--- src/rtl/serv_dbus_pkg.sv ---
// serv_dbus shared types: FSM states, size codes.
// Optional trap logic uses SERV_DBUS_MISALIGN_TRAP_EN.
package serv_dbus_pkg;

  typedef enum logic [1:0] {
    IDLE,
    SHIFT_IN,
    REQ,
    SHIFT_OUT
  } state_t;

  localparam logic [1:0] SZ_BYTE = 2'b00;
  localparam logic [1:0] SZ_HALF = 2'b01;
  localparam logic [1:0] SZ_WORD = 2'b10;

  // size 11 behaves as a word
  function automatic logic misaligned(
    input logic [1:0] sz,
    input logic [1:0] lo
  );
    if (sz == SZ_HALF) return lo[0];
    if (sz[1]) return lo != 2'b00;
    return 1'b0;
  endfunction

endpackage

--- src/rtl/serv_dbus_lane.sv ---
// serv_dbus byte-lane logic: store replication/sel,
// load extraction and sign/zero extension per bit.
module serv_dbus_lane
  import serv_dbus_pkg::*;
(
  input  logic        i_we,
  input  logic        i_signed,
  input  logic [1:0]  i_size,
  input  logic [1:0]  i_lo,
  input  logic [31:0] i_dat,
  input  logic [4:0]  i_cnt,
  output logic [31:0] o_dat,
  output logic [3:0]  o_sel,
  output logic        o_rd
);

  logic [31:0] sh;
  logic [4:0]  msb;
  logic        sign;

  // lane placement for stores, right-align for loads
  always_comb begin
    o_dat = i_dat;
    o_sel = 4'hF;
    sh    = i_dat;
    msb   = 5'd31;
    unique case (1'b1)
      i_size == SZ_BYTE: begin
        o_dat = {4{i_dat[7:0]}};
        o_sel = 4'b0001 << i_lo;
        sh    = i_dat >> {i_lo, 3'b000};
        msb   = 5'd7;
      end
      i_size == SZ_HALF: begin
        o_dat = {2{i_dat[15:0]}};
        o_sel = 4'b0011 << {i_lo[1], 1'b0};
        sh    = i_dat >> {i_lo[1], 4'b0000};
        msb   = 5'd15;
      end
      default: ;
    endcase
    if (!i_we) o_sel = 4'hF;
  end

  assign sign = sh[msb];
  assign o_rd = (i_cnt > msb) ? (i_signed & sign)
                              : sh[i_cnt];

endmodule

--- src/rtl/serv_dbus_ctrl.sv ---
// serv_dbus_ctrl: serial-to-Wishbone data bus controller.
// Define SERV_DBUS_MISALIGN_TRAP_EN to trap misaligned ops.
module serv_dbus_ctrl
  import serv_dbus_pkg::*;
#(
  parameter logic ZERO_DAT = 1'b1
) (
  input  logic        i_clk,
  input  logic        i_rst,
  input  logic        i_start,
  input  logic        i_we,
  input  logic        i_signed,
  input  logic [1:0]  i_size,
  input  logic [31:0] i_adr,
  input  logic        i_en,
  input  logic        i_rs2,
  output logic        o_rd,
  output logic        o_busy,
  output logic        o_done,
  output logic        o_misalign,
  output logic [31:0] o_dbus_adr,
  output logic [31:0] o_dbus_dat,
  output logic [3:0]  o_dbus_sel,
  output logic        o_dbus_we,
  output logic        o_dbus_cyc,
  input  logic [31:0] i_dbus_rdt,
  input  logic        i_dbus_ack
);

  state_t      state_q;
  state_t      state_d;
  logic [4:0]  cnt_q;
  logic [31:0] dat_q;
  logic [31:0] adr_q;
  logic        we_q;
  logic        sg_q;
  logic [1:0]  sz_q;
  logic        latch;
  logic        cnt_clr;
  logic        ld_rdt;
  logic        done;
  logic        trap;
  logic        shifting;
  logic [31:0] lane_dat;
  logic [3:0]  lane_sel;
  logic        lane_rd;

`ifdef SERV_DBUS_MISALIGN_TRAP_EN
  logic mis_q;

  assign trap = misaligned(i_size, i_adr[1:0]);

  // one-cycle pulse after a rejected start
  always_ff @(posedge i_clk) begin
    if (i_rst) mis_q <= 1'b0;
    else mis_q <= (state_q == IDLE) & i_start & trap;
  end

  assign o_misalign = mis_q;
`else
  assign trap       = 1'b0;
  assign o_misalign = 1'b0;
`endif

  assign shifting = (state_q == SHIFT_IN) |
                    (state_q == SHIFT_OUT);

  // next state and strobes
  always_comb begin
    state_d = state_q;
    latch   = 1'b0;
    cnt_clr = 1'b0;
    ld_rdt  = 1'b0;
    done    = 1'b0;
    unique case (state_q)
      IDLE: begin
        if (i_start && !trap) begin
          latch   = 1'b1;
          cnt_clr = 1'b1;
          state_d = i_we ? SHIFT_IN : REQ;
        end
      end
      SHIFT_IN: begin
        if (i_en && cnt_q == 5'd31) state_d = REQ;
      end
      REQ: begin
        if (i_dbus_ack) begin
          if (we_q) begin
            state_d = IDLE;
            done    = 1'b1;
          end else begin
            state_d = SHIFT_OUT;
            cnt_clr = 1'b1;
            ld_rdt  = 1'b1;
          end
        end
      end
      SHIFT_OUT: begin
        if (i_en && cnt_q == 5'd31) begin
          state_d = IDLE;
          done    = 1'b1;
        end
      end
      default: state_d = IDLE;
    endcase
  end

  // state and bit counter
  always_ff @(posedge i_clk) begin
    if (i_rst) begin
      state_q <= IDLE;
      cnt_q   <= 5'd0;
    end else begin
      state_q <= state_d;
      if (cnt_clr) cnt_q <= 5'd0;
      else if (i_en && shifting) cnt_q <= cnt_q + 5'd1;
    end
  end

  // op fields and data register, never reset
  always_ff @(posedge i_clk) begin
    if (latch) begin
      we_q  <= i_we;
      sg_q  <= i_signed;
      sz_q  <= i_size;
      adr_q <= i_adr;
    end
    if (ld_rdt) dat_q <= i_dbus_rdt;
    else if (state_q == SHIFT_IN && i_en)
      dat_q <= {i_rs2, dat_q[31:1]};
  end

  serv_dbus_lane u_lane (
    .i_we     (we_q),
    .i_signed (sg_q),
    .i_size   (sz_q),
    .i_lo     (adr_q[1:0]),
    .i_dat    (dat_q),
    .i_cnt    (cnt_q),
    .o_dat    (lane_dat),
    .o_sel    (lane_sel),
    .o_rd     (lane_rd)
  );

  assign o_busy     = state_q != IDLE;
  assign o_done     = done;
  assign o_dbus_cyc = state_q == REQ;
  assign o_dbus_adr = {adr_q[31:2], 2'b00};
  assign o_dbus_we  = o_dbus_cyc & we_q;
  assign o_dbus_sel = lane_sel;
  assign o_dbus_dat = (ZERO_DAT && !o_dbus_cyc) ? 32'd0
                                                : lane_dat;
  assign o_rd       = (state_q == SHIFT_OUT) & i_en & lane_rd;

endmodule

--- config.mk ---
export PLATFORM = sky130hd
export DESIGN_NAME = serv_dbus_ctrl
export DESIGN_NICKNAME = d
export VERILOG_FILES = /design/src/rtl/serv_dbus_pkg.sv /design/src/rtl/serv_dbus_lane.sv /design/src/rtl/serv_dbus_ctrl.sv
export SDC_FILE = /design/constraint.sdc
export NUM_CORES = 1
export LEC_CHECK = 0
export BUFFER_PORTS_ARGS = -buffer_cell sky130_fd_sc_hd__buf_2
export CORE_UTILIZATION = 35
export CTS_CLUSTER_DIAMETER = 30
export CTS_CLUSTER_SIZE = 16
export DETAILED_ROUTE_END_ITERATION = 7
export RECOVER_POWER = 25
export SLEW_MARGIN = 10
export SYNTH_ARGS = -nofsm -noshare
export SYNTH_HDL_FRONTEND = slang
export SYNTH_SLANG_ARGS = --single-unit
export TNS_END_PERCENT = 30
--- constraint.sdc ---
create_clock -name i_clk -period 6 [get_ports i_clk]
set_input_delay 1.2 -clock i_clk [delete_from_list [all_inputs] [get_ports i_clk]]
set_output_delay 1.2 -clock i_clk [all_outputs]
set_load 0.05 [all_outputs]
# After elaboration in Yosys (flattened, before gate mapping)
# Cells that the tools add are included.
word_totals:
  regBits: 75
  latch_bits: 0
  mem_bits_rw: 0
  romBits: 0
  input_bits: 74
  mem_count: 0
classes:
  n_addsub: 1
  multipliers: 0
  div: 0
  n_lt_le_gt_ge: 3
  eq_ne: 9
  shifts: 4
  muxes: 30
  bitwise_logic: 5
  n_reduce_logical: 9
op_table:
  columns: ["op", "count"]
  rows:
  - ["$pmux 32 s2", 2]
  - ["$mux 32", 3]
  - ["$shr 32x5->32", 2]
  - ["$lt 5x6->1 const B", 2]
  - ["$mux 2", 6]
  - ["$mux 1", 11]
  - ["$bmux 1 s5", 2]
  - ["$pmux 5 s2", 1]
  - ["$pmux 2 s4", 1]
  - ["$pmux 4 s2", 1]
  - ["$ne 2x1->1 const B", 3]
  - ["$add 5x1->5 const B", 1]
  - ["$eq 5x5->1 const B", 1]
  - ["$gt 5x5->1", 1]
  - ["$and 1x1->1", 4]
  - ["$eq 2x1->1 const B", 2]
  - ["$eq 2x2->1 const B", 2]
  - ["$logic_not 2->1", 2]
  - ["$mux 4", 1]
  - ["$pmux 1 s2", 2]
  - ["$reduce_and 4->1", 1]
  - ["$reduce_bool 2->1", 2]
  - ["$shl 1x2->4 const A", 1]
  - ["$shl 2x2->4 const A", 1]
  - ["4 further kinds", 6]

# Logic depth before layout (Yosys ltp)
logic_depth:
  ltp_word: 7
  ltp_mapped: 12

# Modules after synthesis
# From an unflattened synthesis, not the netlist that was laid out.
hier_totals:
  hier_cells: 430
  hier_area_um2: 4916.0
modules_own_cells:
  columns: ["module", "instances", "cells_each", "area_each_um2", "seq_area_each_um2"]
  rows:
  - ["serv_dbus_ctrl", 1, 224, 3462.1, 2182.1]
  - ["serv_dbus_lane", 1, 206, 1453.9, 0.0]

# Least setup slack after synthesis
# No wires, ideal clock.
synth_timing:
  path_kind: "register to output"
  start: "register sz_q[1]"
  end: "output o_rd"
  arrival_ns: 3.490
  required_time_ns: 4.800
  setup_slack_ns: 1.310
  stages_incl_launch_ff: 13
  path_cell_list: "edfxtp_1 > clkbuf_1 > clkbuf_1 > or2_2 > clkbuf_1 > clkinv_1 > ha_1 > a41o_1 > o211ai_1 > and3_1 > o211ai_1 > a311o_1 > o31ai_2"
synth_between:
  elab_chain_cells: 7
  elab_cells_between_ends: 12
synth_lines:
  columns: ["element", "line", "source"]
  rows:
  - ["start: declaration", "serv_dbus_ctrl.sv:37", "logic [1:0] sz_q;"]
  - ["start signal: assignment", "serv_dbus_ctrl.sv:125", "sz_q <= i_size;"]
  - ["$eq 2x1->1 or $logic_not 2->1 (tied branches)", "serv_dbus_lane.sv:34, serv_dbus_lane.sv:28", null]
  - ["$pmux 32 s2 or $pmux 5 s2 (tied branches)", "serv_dbus_lane.sv:27", "unique case (1'b1)"]
  - ["$bmux 1 s5", "serv_dbus_lane.sv:45", "assign sign = sh[msb];"]
  - ["$mux 1 (implied by the code)", "serv_dbus_lane.sv:45", null]
  - ["$and 1x1->1", "serv_dbus_lane.sv:46", "assign o_rd = (i_cnt > msb) ? (i_signed & sign)"]
  - ["$mux 1 (*)", "serv_dbus_lane.sv:46", null]
  - ["$and 1x1->1 (*)", "serv_dbus_ctrl.sv:153", "assign o_rd = (state_q == SHIFT_OUT) & i_en & lane_rd;"]
  - ["end: declaration", "serv_dbus_ctrl.sv:17", "output logic o_rd,"]
# Every way passes the cells marked *; elsewhere a longest branch is shown, timed or not. The select of a mux whose other input is x is not followed.

# Worst setup path after layout
layout_timing:
  start: "register sz_q[0]"
  end: "output o_rd"
# Same word-level chain as after synthesis.

==> metrics.txt <==
Synthesis Warnings 0; MaxCap Viol Count 0; crit path time final 5.06 ns; gp weighted congestion 0.859; post_cts resized 0; Area Growth Syn to Fin 20.2%; WP data arrival 3.86 ns; fmax 198 MHz; asr flop ratio synth 0; fillers 1,256; GR Layer Usage met1 0.258; Antenna diodes 0; Root Driver clkbuf_16; vias per cell 5.25; Die H 116 microns; DRT antenna net count 0; worst slew pin tran 0.981 ns; min-delay worst type flip-flop to flip-flop; Crit Path Class flip-flop to output port; Die Span X 116 microns; vias in the first global route 3,493; Cells after Synth 419; post-CTS setup buffer count 0; vias after detailed routing 3,669; CP Launch Type flip-flop; CTS tree yes; first-pass GRT wire length 19.4 mm; Initial Util 0.360; # hold bufs at CTS 0; worst skew pair latency 0.35 ns; met2 usage 0.303; Layout Cells excl Fill 699; largest net degree at the start of global routing 44; GRT Total Usage 0.195; Tcrit/Tclk final 0.843; Num CTS Buffers 9; die area 13,400 sq um; Synth Flop Type edfxtp_1; Final Hold Fails 0; routed length per instance 17.9 microns; PortBufs 144; placed cells 683; Setup TNS 0 ns; clk slew on worst S/H paths 0.06 ns; Power Total 1.76 mW; critical path required time 4.80 ns; post-route clock skew 0.00810 ns; area of the core region 12,600 sq um; relative slew slack 0.345; Iteration-0 DRC Markers 404; first-pass iteration count of the detailed router 5; Slew Limit Fails 0; outcome completed; initial antenna violation count 0; Pwr per Cell Area 322 nW/um^2; io pins 148; RSZ-0062 raised after global routing false; final setup fails 0; share of layout cells above drive strength 1 0.364; clk buf depth 2; Post-Syn Area 4540 sq um; std cell rows 41; htree depth 3; HPWL after DPL 8.93 mm; Syn Area/Cell 10.8 sq um; crit end category output port; Hold WS 0.607 ns; global route hottest layer met2; worst hold stages 2; Netlist cell types 57; FF+latch count, synth 75; Util after Layout 0.432; GR Layer Usage met3 0.0486; # DRC 0; sequential-to-total area share from yosys stat 0.480; Max VDD drop 0.000172 V; crit path max fanout 20; Post-synth EDFFs 68; Layout Nets 600; GRT Residual Overflow 0; CTS Sinks 75; P_leak 2.22 nW; Routed WL 12.5 mm; worst reg2reg path depth 5
logic make-up (layout without fill, tap and decap cells):
group / count (synthesis) / in the layout / synth area share
adder cells (fa/ha/maj): 4 / 4 / 0.0110
AND/OR/NAND/NOR: 122 / 122 / 0.131
other: 1 / 3 / 0.000826
multiplexers: 73 / 73 / 0.178
XOR/XNOR: 3 / 3 / 0.00579
buffers and inverters: 66 / 172 / 0.0843
flip-flops: 75 / 75 / 0.480
AO/OA/AOI/OAI: 75 / 75 / 0.108
per-layer routing:
metal / routed length (microns) / vias to the layer above
li1: - / 1704
met1: 5430 / 1742
met2: 5760 / 202
met3: 1070 / 21
met4: 257 / 0
met5: 0 / -
through the flow:
step	area, sq um	setup slack [ns]
6_report	5460	0.940
2_1_floorplan	4550	1.31
3_5_place_dp	5180	1.34
4_1_cts	5480	0.948
3_3_place_gp	5180	1.50
5_1_grt	5460	0.676
synth_stat cells, types with 2 or more instances:
| master | n | area (sq um) |
|---|---|---|
| mux2_2 | 33 | 372 |
| edfxtp_1 | 68 | 2040 |
| nor2b_1 | 5 | 31.3 |
| dfxtp_1 | 7 | 140 |
| or3_1 | 2 | 12.5 |
| nand3_1 | 2 | 10.0 |
| and3_1 | 4 | 25.0 |
| nand2b_1 | 7 | 43.8 |
| xor2_1 | 2 | 17.5 |
| a22oi_1 | 4 | 30.0 |
| nor2_1 | 36 | 135 |
| inv_1 | 7 | 26.3 |
| a21oi_1 | 27 | 135 |
| mux2i_1 | 37 | 370 |
| nor3b_2 | 2 | 25.0 |
| or2_2 | 3 | 18.8 |
| and2_1 | 10 | 62.6 |
| buf_2 | 3 | 15.0 |
| mux4_2 | 3 | 67.6 |
| buf_4 | 33 | 248 |
| nand2_1 | 41 | 154 |
| clkbuf_1 | 18 | 67.6 |
| o21ai_0 | 15 | 75.1 |
| nor3_1 | 2 | 10.0 |
| o221ai_1 | 3 | 26.3 |
| nor4b_1 | 2 | 17.5 |
| nor4bb_1 | 2 | 20.0 |
| o21bai_1 | 2 | 15.0 |
| o211ai_1 | 2 | 15.0 |
| ha_1 | 4 | 50.1 |
| o311a_1 | 2 | 20.0 |
| a221oi_1 | 4 | 35.0 |
| buf_1 | 3 | 11.3 |
sequential cells by signal, indices dropped and copies added, names as in the netlist:
signal   cells
adr_q       32
sz_q         2
dat_q       32
we_q         1
cnt_q        5
state_q      2
sg_q         1
final timing paths:
kind / endpoint / slack [ns] / startpoint
worst min register to register: cnt_q[4] / 0.61 / cnt_q[4]
worst max-delay path: o_rd / 0.94 / sz_q[0]
worst min-delay path: cnt_q[4] / 0.61 / cnt_q[4]
worst max register to register: dat_q[30] / 3.09 / state_q[1]
cell type report:
| class | count | area (sq um) | area share |
|---|---|---|---|
| Multi-Input combinational cell | 280 | 2000 | 0.367 |
| Inverter | 8 | 30.0 | 0.00550 |
| Timing Repair Buffer | 148 | 732 | 0.134 |
| Sequential cell | 75 | 2180 | 0.400 |
| Tap cell | 172 | 215 | 0.0394 |
| Clock buffer | 10 | 229 | 0.0420 |
| Clock inverter | 6 | 67.6 | 0.0124 |
worst max-delay path: stages, from the launching register on:
cell and delay, ns:
edfxtp_1 0.89, or2_2 0.34, clkinv_1 0.28, ha_1 0.38, a41o_1 0.24, o211ai_1 0.21, and3_1 0.20, o211ai_1 0.11
a311o_1 0.34, o31ai_2 0.22, buf_2 0.31
power by group:
group | internal [mW] | total (mW) | switching, mW
logic | 0.145 | 0.510 | 0.365
clock network | 0.322 | 0.538 | 0.215
registers | 0.644 | 0.707 | 0.0637
total | 1.11 | 1.76 | 0.644
placed cells by master (no fill, tap or decap), drive strengths merged, types with 3 or more instances in the layout:
master | synthesis | layout
and2 | 10 | 10
nand2b | 7 | 7
dfxtp | 7 | 7
nor2 | 36 | 36
nor2b | 5 | 5
or2 | 3 | 3
conb | 1 | 3
nand2 | 41 | 41
mux2 | 33 | 33
mux2i | 37 | 37
o221ai | 3 | 3
o21ai | 15 | 15
inv | 7 | 7
a221oi | 4 | 4
a22oi | 4 | 4
ha | 4 | 4
clkbuf | 18 | 25
a21oi | 27 | 27
mux4 | 3 | 3
clkinv | 1 | 4
and3 | 4 | 4
edfxtp | 68 | 68
buf | 40 | 133
Note: power is estimated with default switching activity, not from simulation.
